--- config.mk ---
export PLATFORM = sky130hd
export DESIGN_NAME = pc_sequencer
export DESIGN_NICKNAME = d
export VERILOG_FILES = /design/src/rtl/pc_sequencer.sv
export SDC_FILE = /design/constraint.sdc
export NUM_CORES = 1
export LEC_CHECK = 0
export ABC_AREA = 1
export CAP_MARGIN = 20
export CORE_MARGIN = 3
export CORE_UTILIZATION = 45
export CTS_CLUSTER_SIZE = 14
export DETAILED_ROUTE_END_ITERATION = 8
export DONT_BUFFER_PORTS = 1
export PLACE_DENSITY_LB_ADDON = 0.25
export SLEW_MARGIN = 10
export SYNTH_ARGS = -nofsm -noshare
export SYNTH_HDL_FRONTEND = slang
export SYNTH_SLANG_ARGS = --single-unit
--- constraint.sdc ---
create_clock -name clk -period 2.9 [get_ports clk]
set_clock_uncertainty 0.05 [all_clocks]
set_input_delay 0.58 -clock clk [delete_from_list [all_inputs] [get_ports clk]]
set_output_delay 0.58 -clock clk [all_outputs]
set_load 0.03 [all_outputs]
--- src/rtl/pc_sequencer.sv ---
// pc_sequencer: multi-cycle PC update sequencer. Walks an accepted
// instruction through fetch/decode/resolve, handles invalid-opcode and
// overflow exceptions through an EPC save and an exception-vector read,
// and halts permanently (until reset) if that read never completes.
module pc_sequencer #(
    parameter int unsigned MEM_TIMEOUT = 16
) (
    input  logic        clk,
    input  logic        reset,
    input  logic        instr_valid,
    input  logic [5:0]  opcode,
    input  logic [5:0]  funct,
    input  logic        zero,
    input  logic        overflow,
    input  logic        mem_ready,
    output logic        ready,
    output logic [2:0]  PCSource,
    output logic        PCWrite,
    output logic        EPCWrite,
    output logic        exc_cause,
    output logic        exc_mem_rd,
    output logic        done,
    output logic        halted,
    output logic [15:0] taken_cnt
);

    typedef enum logic [3:0] {
        IDLE,
        FETCH_INC,
        DECODE,
        RESOLVE,
        EXC_EPC,
        EXC_RD,
        EXC_LOAD,
        DONE,
        HALT
    } state_t;

    localparam logic [2:0] SRC_PC4  = 3'd0;
    localparam logic [2:0] SRC_BR   = 3'd1;
    localparam logic [2:0] SRC_JMP  = 3'd3;
    localparam logic [2:0] SRC_REGA = 3'd4;
    localparam logic [2:0] SRC_EXC  = 3'd5;

    localparam logic [5:0] OP_RTYPE = 6'h00;
    localparam logic [5:0] OP_J     = 6'h02;
    localparam logic [5:0] OP_JAL   = 6'h03;
    localparam logic [5:0] OP_BEQ   = 6'h04;
    localparam logic [5:0] OP_BNE   = 6'h05;
    localparam logic [5:0] OP_ADDI  = 6'h08;
    localparam logic [5:0] FN_JR    = 6'h08;

    // Last counter value before the vector read is declared lost.
    localparam logic [7:0] TMO_LAST = 8'(MEM_TIMEOUT - 1);

    state_t      state_q, state_d;
    logic [5:0]  opcode_q, opcode_d;
    logic [5:0]  funct_q, funct_d;
    logic        exc_cause_q, exc_cause_d;
    logic [7:0]  tmo_cnt_q, tmo_cnt_d;
    logic [15:0] taken_cnt_q, taken_cnt_d;
    logic        opcode_legal;

    assign exc_cause = exc_cause_q;
    assign taken_cnt = taken_cnt_q;

    // Decode of the supported opcode set from the captured instruction.
    always_comb begin
        opcode_legal = opcode_q inside {6'h00, 6'h02, 6'h03, 6'h04, 6'h05,
                                        6'h08, 6'h09, 6'h0A, 6'h0F, 6'h20,
                                        6'h23, 6'h28, 6'h2B};
    end

    // Next-state, captured fields, counters and state-decoded outputs.
    always_comb begin
        state_d     = state_q;
        opcode_d    = opcode_q;
        funct_d     = funct_q;
        exc_cause_d = exc_cause_q;
        tmo_cnt_d   = tmo_cnt_q;
        taken_cnt_d = taken_cnt_q;
        ready       = 1'b0;
        PCSource    = SRC_PC4;
        PCWrite     = 1'b0;
        EPCWrite    = 1'b0;
        exc_mem_rd  = 1'b0;
        done        = 1'b0;
        halted      = 1'b0;

        case (state_q)
            IDLE: begin
                ready = 1'b1;
                if (instr_valid) begin
                    opcode_d = opcode;
                    funct_d  = funct;
                    state_d  = FETCH_INC;
                end
            end
            FETCH_INC: begin
                PCSource = SRC_PC4;
                PCWrite  = 1'b1;
                state_d  = DECODE;
            end
            DECODE: begin
                if (!opcode_legal) begin
                    exc_cause_d = 1'b0;
                    state_d     = EXC_EPC;
                end else begin
                    state_d = RESOLVE;
                end
            end
            RESOLVE: begin
                state_d = DONE;
                case (opcode_q)
                    OP_BEQ: begin
                        PCSource = SRC_BR;
                        PCWrite  = zero;
                    end
                    OP_BNE: begin
                        PCSource = SRC_BR;
                        PCWrite  = !zero;
                    end
                    OP_J, OP_JAL: begin
                        PCSource = SRC_JMP;
                        PCWrite  = 1'b1;
                    end
                    OP_RTYPE: begin
                        if (funct_q == FN_JR) begin
                            PCSource = SRC_REGA;
                            PCWrite  = 1'b1;
                        end else if (overflow) begin
                            exc_cause_d = 1'b1;
                            state_d     = EXC_EPC;
                        end
                    end
                    OP_ADDI: begin
                        if (overflow) begin
                            exc_cause_d = 1'b1;
                            state_d     = EXC_EPC;
                        end
                    end
                    default: ;
                endcase
                if (PCWrite && (taken_cnt_q != 16'hFFFF)) begin
                    taken_cnt_d = taken_cnt_q + 16'd1;
                end
            end
            EXC_EPC: begin
                EPCWrite  = 1'b1;
                tmo_cnt_d = '0;
                state_d   = EXC_RD;
            end
            EXC_RD: begin
                exc_mem_rd = 1'b1;
                // mem_ready is checked first so it wins on the final cycle.
                if (mem_ready) begin
                    state_d = EXC_LOAD;
                end else if (tmo_cnt_q == TMO_LAST) begin
                    state_d = HALT;
                end else begin
                    tmo_cnt_d = tmo_cnt_q + 8'd1;
                end
            end
            EXC_LOAD: begin
                PCSource = SRC_EXC;
                PCWrite  = 1'b1;
                state_d  = DONE;
            end
            DONE: begin
                done    = 1'b1;
                state_d = IDLE;
            end
            HALT: begin
                halted = 1'b1;
            end
            default: state_d = IDLE;
        endcase
    end

    // State and register update with synchronous reset.
    always_ff @(posedge clk) begin
        if (reset) begin
            state_q     <= IDLE;
            opcode_q    <= '0;
            funct_q     <= '0;
            exc_cause_q <= 1'b0;
            tmo_cnt_q   <= '0;
            taken_cnt_q <= '0;
        end else begin
            state_q     <= state_d;
            opcode_q    <= opcode_d;
            funct_q     <= funct_d;
            exc_cause_q <= exc_cause_d;
            tmo_cnt_q   <= tmo_cnt_d;
            taken_cnt_q <= taken_cnt_d;
        end
    end

endmodule

==> results.md, run 1 <==
* Synth-to-Final Area Change at 10.0%
* First-pass GRT wire length at ~10 mm
* Die X at 79.2 um
* Final Worst Setup Slack at 0.618 ns
* HPWL after DPL at 4.33 mm
* Final Non-Filler Cells at 452
* Initial Util at ~47%
* Crit. End Element: primary output
* Minimum clock period at 2.28 ns
* Met2 Wirelength at around 2.7 mm
* Root buffer cell: clkbuf_8
* Input/output buffers at 0
* Post-synth EDFFs at 0
* P_int at 1.13 mW
* Sw Ratio at 40.9%
* CP cell instances: inv_1, nand2_1, nor2_4, inv_1, nor2_1
* Pwr Density at 717 mW/mm^2
* Seq/Total Area, Yosys at 34.0%
* Bufs on Longest Clock Path at 2
* Fmax at around 0.44 GHz
* Cell Area, Placed at 0.00253 mm^2
* Comb pwr share at 36.6%
* Vias at 2401
* Netlist cell types at 27
* Type of the worst setup path: reg2out
* Post-CTS resize count at 0
* I/O pins at 44
* Post-CTS setup buffers at 0
* DP Worst Slack at 0.952 ns
* Post-layout instance area at 0.00266 mm^2
* NumNets Final at 401
* Asr flop ratio synth at 0%
* Final wirelength at 5.92 mm
* Final max-slew violation count at 0
* Clock sink count at 41
* Slew @ Worst Pin at 0.587 ns
* Drt initial violations at 131
* Placed cell count at ~440
* Worst Path Arrival at around 1.7 ns
* Crit share post-route at 78.7%
* Chip height at 79.2 um
* Met3 wire len at 346 um
* Hold Fails Final Rpt at 0
* Residual DRC count at 0
* 1st-pass router iterations at 5
* Post-Syn Instances at 373
* Post-Route M1 WL at approximately 2.8 mm
* Fin Hold WS at about 0.28 ns
* Syn_area_per_cell at 6.47 um^2
* Clk slew on worst S/H paths at 0.08 ns
* Worst hold path type: in2reg
* Via-per-instance ratio at 5.31
* CTS tree: done
* Syn_nets at 393
* H-tree Lvls at 2
* Yosys warns at 0
* Worst IR Drop VDD at 0.414 mV
* Cts hold-fix bufs at 0
* Num CTS Buffers at 5
* Final Power at 1.90 mW
* Max-Cap Viols at 0
* Reg power frac at 37.7%
* Global-route usage over all layers at around a fifth
* Clock power share at 25.7%
* Clk_lat worst skew at roughly 0.30 ns
* Seq cells post-synth at 41
* CP most frequent cell: inv_1
* Max stage delay on crit path at about 0.46 ns
* Final setup fails at 0
* Slowest CP cell: nor2_1
* Setup TNS at 0 ns
* Worst Path Max Fanout at 8
* Share of cells above drive strength 1 at under 10%
* Initial antenna violation count at 0
* Core ar. at 0.00514 mm^2
* Vias in the first global route at 2138
* Lkg Pwr at 1.02 nW
* Most used flip-flop cell after synthesis: dfxtp_1
* Total congestion overflow at 0
* Max layer used: met4
* Synthesized cell area at 0.00241 mm^2
* Slew HR at 60.7%
* CP Data Required Time at 2.27 ns
* Sw Pwr at 0.778 mW
* Die area at 0.00628 mm^2
* Wire per inst at roughly 13 um
* Final Util at 51.7%
* RSZ-0062 raised after global routing: false
* Result of the run: complete, no violations
* Final Wtd Congestion at 0.896
* Num rows at 26
* Routed Antenna Nets at 0
* Largest net degree at the start of global routing at 30
* CP Launch Type: flip-flop
* ANT cells at 0
[state kept, by name, indices dropped and copies added, names as in the netlist]
signal and flops:
state_q 4, taken_cnt 16, funct_q 6, tmo_cnt_q 8, exc_cause 1, opcode_q 6
[power by group through the flow]
stage	sequential (mW)	clock [mW]	combinational, mW
3_3_place_gp	0.728	0	0.684
2_1_floorplan	0.717	0	0.573
4_1_cts	0.716	0.502	0.695
6_report	0.718	0.489	0.696
5_1_grt	0.729	0.523	0.787
3_5_place_dp	0.728	0	0.692
[cells in the final DEF, fill, tap and decap left out]
cell	n
nor3_2	1
o21bai_1	1
bufinv_16	1
ha_1	2
dfxtp_1	41
buf_4	12
a21oi_2	3
nand3_2	2
inv_1	37
xnor2_1	2
a21oi_1	38
inv_2	1
nor2_4	2
clkinvlp_4	1
nor2_2	1
nand4_1	28
nand2_2	5
nand3_4	1
nor2_1	43
nand2_1	96
a21o_1	1
clkbuf_8	6
a211o_1	1
nand3_1	28
nor3_1	11
xor2_1	7
o21ai_0	10
[cell families after synthesis]
family          Yosys count  synth area share (%)
buf+inv                  49                  8.24
flops                    41                  34.0
fa+ha+maj                 2                  1.04
simple gates            218                  41.4
compound gates           54                  12.0
xor+xnor                  9                  3.27
[worst max-delay path: cells and delay by family (launching register included)]
| family | cells | cell delay (ns) |
|---|---|---|
| flip-flops | 1 | 0.34 |
| AND/OR/NAND/NOR | 3 | 0.86 |
| buffers and inverters | 2 | 0.15 |
[cells in the mapped netlist, types with 3 or more instances]
master / count / area share [%]
inv_1: 37 / 5.8
nor2_1: 43 / 6.7
buf_2: 3 / 0.62
nand2_2: 5 / 1.3
xor2_1: 7 / 2.5
nor3_1: 11 / 2.3
a21oi_2: 3 / 1.1
dfxtp_1: 41 / 34
o21ai_0: 10 / 2.1
clkbuf_1: 6 / 0.93
a21oi_1: 38 / 7.9
nand2_1: 96 / 15
nand4_1: 28 / 7.3
nand3_1: 28 / 5.8
[routing by layer]
| layer | vias up | track usage, % |
|---|---|---|
| li1 | 1252 | - |
| met2 | 60 | 31.6 |
| met3 | 6 | 4.31 |
| met1 | 1083 | 26.3 |
| met4 | 0 | 5.67 |
| met5 | - | 0 |
[worst paths after layout]
check / start / to / slack, ns / cells after the start
max: state_q[3] / PCSource[1] / 0.62 / 5
min: reset / taken_cnt[13] / 0.28 / 1
max reg2reg: taken_cnt[0] / taken_cnt[0] / 0.95 / 9
min reg2reg: funct_q[4] / funct_q[4] / 0.41 / 2
[cell type report]
cell class | count | area, um^2
repair buffers | 12 | 90.1
multi-input cells | 283 | 1390
flip-flops and latches | 41 | 821
well taps | 70 | 87.6
clock buffers | 6 | 82.6
fillers | 572 | 2480
inverters | 38 | 143
clock inverters | 2 | 37.5
No activity file was read; power rests on OpenSTA's default activity.
==> inputs of run 2 (changes only) <==
==> constraint.sdc (replaced) <==
create_clock -name clk -period 2 [get_ports clk]
set_clock_uncertainty 0.05 [all_clocks]
set_input_delay 0.4 -clock clk [delete_from_list [all_inputs] [get_ports clk]]
set_output_delay 0.4 -clock clk [all_outputs]
set_load 0.03 [all_outputs]
==> run 2 against run 1 <==
  * Sequential share of layout area shrank 1.0 points
  * Clock-buffer cell count decreased by 1
  * Utilization increased by 2.0 points
  * Wire length grew 4.0%
  * Clock power rose by 12%
  * Die area unchanged
  * Hold slack lost 0.19 ns
  * Via count up 3.6%
  * Non-clock buffer count grew 15
  * Critical path depth is 1 higher
  * Critical path type unchanged
  * Highest routed layer unchanged
==> results.md, run 2 (synthesis gave the netlist of run 1 again) <==
* Slew HR at between 60% and 70%
* CTS tree: done
* Clk slew on worst S/H paths at around 0.09 ns
* First-pass GRT wire length at ~10 mm
* ANT cells at 0
* Share of cells above drive strength 1 at 15.6%
* CP Buf/Inv Count at 1
* Wire per inst at 13.2 um
* Die X at 79.2 um
* Largest net degree at the start of global routing at 30
* Commonest non-fill, non-tap cell in the layout: nand2_1
* HPWL after DPL at 4.48 mm
* Filler cell count in the final layout at about 540
* DP Worst Slack at 0.286 ns
* Die area at between 0.006 and 0.007 mm^2
* Cts hold-fix bufs at 0
* Worst hold path type: in2reg
* Num CTS Buffers at 5
* Via-per-instance ratio at 5.33
* Worst Path Arrival at 1.48 ns
* Hold Fails Final Rpt at 0
* Crit. End Element: primary output
* CP most frequent cell: nand2_1
* RSZ-0062 raised after global routing: true
* CP delay by family, top: compound AO/OA/AOI/OAI gates
* Final Util at 53.7%
* Final max-slew violation count at 0
* Drt initial violations at 130
* Lkg Pwr at 1.09 nW
* Vias at 2488
* H-tree Lvls at 2
* Max-Cap Viols at 0
* Final setup fails at 0
* CP Data Required Time at 1.55 ns
* Most frequent cells in the layout: 94 x nand2_1, 41 x nor2_1, 38 x a21oi_1, 38 x dfxtp_1, 35 x inv_1
* Residual DRC count at 0
* Clock sink count at 41
* Worst Path Max Fanout at 4
* Pwr Density at 967 mW/mm^2
* Reg-to-reg slack, setup at between 0.2 and 0.3 ns
* Final wirelength at 6.16 mm
* Sw Pwr at 1.15 mW
* CP Launch Type: flip-flop
* Bufs on Longest Clock Path at 2
* Result of the run: complete, no violations
* Vias in the first global route at 2414
* Input/output buffers at 0
* Root buffer cell: clkbuf_8
* Slew @ Worst Pin at 0.504 ns
* Global-route usage over all layers at around a fifth
* Minimum clock period at 1.93 ns
* I/O pins at between 40 and 50
* Initial Util at 47.0%
* Reg power frac at between 30% and 40%
* Type of the worst setup path: reg2out
* NumNets Final at 416
* Slowest CP cell: a211o_2
* Clock power share at 20.6%
* Routed Antenna Nets at 0
* 1st-pass router iterations at 4
* CP cell instances: inv_1, nand2_1, nand2_1, nand3_1, nand3_2, a211o_2
* Worst IR Drop VDD at approximately 0.78 mV
* Core ar. at 0.00514 mm^2
* Max stage delay on crit path at 0.39 ns
* Sw Ratio at 43.0%
* Crit share post-route at 96.5%
* Fmax at 0.518 GHz
* Num rows at 26
* Clk_lat worst skew at roughly 0.3 ns
* Initial antenna violation count at 0
* Comb pwr share at 40.0%
* Total congestion overflow at 0
* Final Worst Setup Slack at 0.0706 ns
* Synth-to-Final Area Change at 14.3%
* Largest register FFs at 16
* Chip height at 79.2 um
* Final Wtd Congestion at roughly 0.9
* Fin Hold WS at 0.0958 ns
* P_int at around 1.5 mW
[run 2: power by group through the flow]
stage	Sequential (mW)	Clock (mW)	Combinational, mW
6_report	1.05	0.550	1.07
5_1_grt	1.07	0.596	1.19
4_1_cts	1.04	0.571	1.03
3_5_place_dp	1.06	0	1.02
3_3_place_gp	1.06	0	1.02
2_1_floorplan	1.04	0	0.831
[run 2: per-layer routing]
| layer | vias to the layer above | GRT usage (%) | wire length (um) |
|---|---|---|---|
| li1 | 1285 | - | - |
| met5 | - | 0 | 0 |
| met2 | 59 | 33.8 | 2870 |
| met3 | 11 | 3.85 | 305 |
| met4 | 0 | 9.28 | 117 |
| met1 | 1133 | 25.5 | 2860 |
[run 2: repair_timing]
item | CTS | global route
hold endpoints to repair | 0 | 0
pin swaps | 0 | 1
gates resized for setup | 3 | 8
setup endpoints to repair | 3 | 5
setup buffers | 0 | 2
[run 2: layout make-up]
cell class              instances  area, um^2  area share, %
flip-flops and latches         41         825           29.9
multi-input cells             283        1410           51.1
repair buffers                 27         203           7.35
inverters                      38         143           5.17
clock buffers                   5        68.8           2.49
clock inverters                 3        22.5          0.816
well taps                      70        87.6           3.17
[run 2: metrics by stage]
stage	TNS, ns	instances	power (mW)	area, um^2
5_1_grt	-0.0131	467	2.86	2760
3_5_place_dp	0	457	2.08	2630
6_report	0	467	2.67	2760
4_1_cts	0	465	2.64	2730
2_1_floorplan	0	373	1.87	2410
3_3_place_gp	0	457	2.08	2630
[run 2: path summary, 6_finish.rpt]
| path | startpoint | depth (start not counted) | to |
|---|---|---|---|
| max | opcode_q[0] | 6 | PCWrite |
| min | reset | 1 | opcode_q[4] |
| max reg2reg | state_q[3] | 9 | taken_cnt[0] |
| min reg2reg | funct_q[1] | 2 | funct_q[1] |
==> inputs of run 3 (changes only) <==
--- a/config.mk
+++ b/config.mk
@@ -5,7 +5,6 @@
 export SDC_FILE = /design/constraint.sdc
 export NUM_CORES = 1
 export LEC_CHECK = 0
-export ABC_AREA = 1
 export CAP_MARGIN = 20
 export CORE_MARGIN = 3
 export CORE_UTILIZATION = 45
==> run 3 against run 2 <==
  * The run now ends with negative setup slack left
  * Setup slack worse by 0.50 ns
  * Hold slack better by 0.028 ns
  * Critical path depth unchanged
  * Clock power up 7.6%
  * Combinational power up 20%
  * Synthesized cell count down 20%
  * Cell count down 13%
  * Fmax down 21%
  * Wire length up 0.34%
  * Area after synthesis down 3.1%
  * First-iteration DRC count up 6.2%
  * Largest power group unchanged
==> results.md, run 3 <==
* Input/output buffers at 0
* Chip height at 78.1 um
* Crit share post-route at 121%
* Post-synth top area cell: dfxtp_1
* Synth top area cells: dfxtp_1 35%, a21oi_1 7.5%, nand3_1 5.6%
* Area fraction of the dominant cell type after synthesis at 35.1%
* Lkg Pwr at 1.11 nW
* Drt initial violations at ~140
* Residual DRC count at 0
* Seq cells post-synth at 41
* Asr flop ratio synth at 0%
* CP Launch Type: flip-flop
* Global-route usage over all layers at 19.3%
* Vias at between 2000 and 2500
* Worst Path Max Fanout at 3
* Max layer used: met4
* Worst IR Drop VDD at around 0.94 mV
* Num CTS Buffers at 5
* Largest register FFs at 16
* Fmax at 0.412 GHz
* Root buffer cell: clkbuf_8
* Routed Antenna Nets at 0
* Largest net degree at the start of global routing at 46
* Hold Fails Final Rpt at 0
* Pwr Density at 907 mW/mm^2
* H-tree Lvls at 2
* Post-synth top cells: 41 x dfxtp_1, 35 x a21oi_1, 29 x nor2_1
* Share of cells above drive strength 1 at about a third
* Clock sink count at 41
* Final max-slew violation count at 0
* CTS tree: done
* Wire per inst at about 15 um
* Syn_nets at between 300 and 400
* Worst setup path start: funct_q[0]
* Netlist cell types at 48
* Synth-to-Final Area Change at 33.0%
* Clk_lat worst skew at 0.29 ns
* First-pass GRT wire length at between 9 and 10 mm
* Filler cell count in the final layout at 429
* Clk slew on worst S/H paths at 0.08 ns
* Post-Syn Instances at 299
* Met3 wire len at ~330 um
* Seq/Total Area, Yosys at 35.1%
* Final Wtd Congestion at 0.786
* Final Worst Setup Slack at -0.427 ns
* Crit. End Element: primary output
* Die area at 0.00610 mm^2
* Worst hold path type: in2reg
* Total congestion overflow at 0
* Hold Crit Start: reset
* Slew HR at 62.8%
* Synthesized cell area at 0.00234 mm^2
* Vias in the first global route at ~2100
* Commonest non-fill, non-tap cell in the layout: buf_4
* Final setup fails at 19
* Final wirelength at 6.18 mm
* Post-Route M1 WL at 2.75 mm
* Post-layout instance area at 0.00311 mm^2
* Final Util at 63.7%
* Die X at 78.1 um
* Slew @ Worst Pin at 0.557 ns
* Post-synth EDFFs at 0
* Syn_area_per_cell at 7.82 um^2
* Minimum clock period at 2.43 ns
* Most frequent cells in the layout: 50 x buf_4, 36 x dfxtp_1, 29 x a21oi_1, 28 x nor2_1, 24 x nand3_1
* ANT cells at 0
* Result of the run: complete, but fails checks
* Yosys warns at 0
* Worst Path Arrival at just under 2 ns
* Bufs on Longest Clock Path at 2
* Num rows at 25
* Cell Area, Placed at 0.00272 mm^2
* Core ar. at about 0.005 mm^2
* Count leader, synth: dfxtp_1
* 1st-pass router iterations at 4
* Via-per-instance ratio at 5.74
* Initial Util at 47.9%
* Type of the worst setup path: reg2out
* Met2 Wirelength at 3.06 mm
* Most used flip-flop cell after synthesis: dfxtp_1
* RSZ-0062 raised after global routing: true
* Violated checks: negative setup slack
* Max-Cap Viols at 0
* CP Data Required Time at 1.55 ns
* HPWL after DPL at approximately 4 mm
* NumNets Final at 360
* Initial antenna violation count at 0
* I/O pins at 44
* Worst flop-to-flop path startpoint: funct_q[0]
==> run 3: cell count changes after synthesis, sizes merged, moves of 6 or more <==
cell    change
a21oi       -6
clkbuf      +9
inv        -32
mux2        +7
nand2      -80
nand2b      +9
nand4      -20
nor2       -17
nor2b      +10
nor4        +6
or4         +6
xor2        -6
==> run 3: cell families (layout without fill, tap and decap cells) <==
kind of cell | after synthesis | after routing | synth area share [%]
multiplexers | 8 | 8 | 3.80
XOR/XNOR | 8 | 8 | 3.00
adder cells (fa/ha/maj) | 2 | 2 | 1.07
buffers and inverters | 28 | 70 | 5.03
AO/OA/AOI/OAI | 68 | 68 | 18.6
AND/OR/NAND/NOR | 144 | 144 | 33.4
flip-flops | 41 | 41 | 35.1
==> run 3: final cells by class <==
type                            instances  area (um^2)  area share (%)
Inverter                                6         22.5           0.724
Clock buffer                            7         96.3            3.10
Multi-Input combinational cell        230         1610            51.8
Timing Repair Buffer                   56          465            15.0
Clock inverter                          1         5.00           0.161
Tap cell                               67         83.8            2.70
Sequential cell                        41          827            26.6
==> run 3: power breakdown <==
part	internal, mW	switching (mW)	leakage [nW]	total (mW)
combinational	0.526	0.750	0.721	1.28
clock	0.312	0.280	0.0542	0.592
sequential	0.897	0.0540	0.335	0.951
==> run 3: layer usage <==
layer / GRT usage, % / vias up
li1: - / 1180
met1: 24.9 / 1095
met2: 32.4 / 63
met3: 5.05 / 5
met4: 4.37 / 0
met5: 0 / -
==> run 3: stage by stage <==
step	power (mW)	TNS [ns]	std cells	setup WS [ns]	hold slack (ns)
3_3_place_gp	2.04	-1.65	390	-0.169	0.385
4_1_cts	2.72	-2.78	400	-0.397	0.110
3_5_place_dp	2.05	-2.05	390	-0.197	0.390
5_1_grt	3.00	-6.84	408	-0.493	0.0978
2_1_floorplan	1.75	-0.553	299	-0.123	0.381
6_report	2.82	-5.56	408	-0.427	0.124
==> run 3: critical path, stage by stage (launching register included) <==
cell and delay (ns):
dfxtp_2 0.33, or4_4 0.56, nor4_4 0.25, o2111ai_4 0.17
buf_12 0.18, o21ai_2 0.06, buf_6 0.15
==> run 3: timing repair <==
item	4_1_cts	5_1_grt
hold buffers	0	0
setup endpoints to repair	18	20
setup buffers	2	8
resized for setup	8	35
cloned	0	1
pin swaps	3	13
==> run 3: path summary, 6_finish.rpt <==
kind / to / slack (ns) / depth (start not counted)
worst max-delay path: PCWrite / -0.43 / 6
worst min-delay path: taken_cnt[6] / 0.12 / 1
worst max register to register: taken_cnt[6] / -0.40 / 7
worst min register to register: funct_q[4] / 0.40 / 2
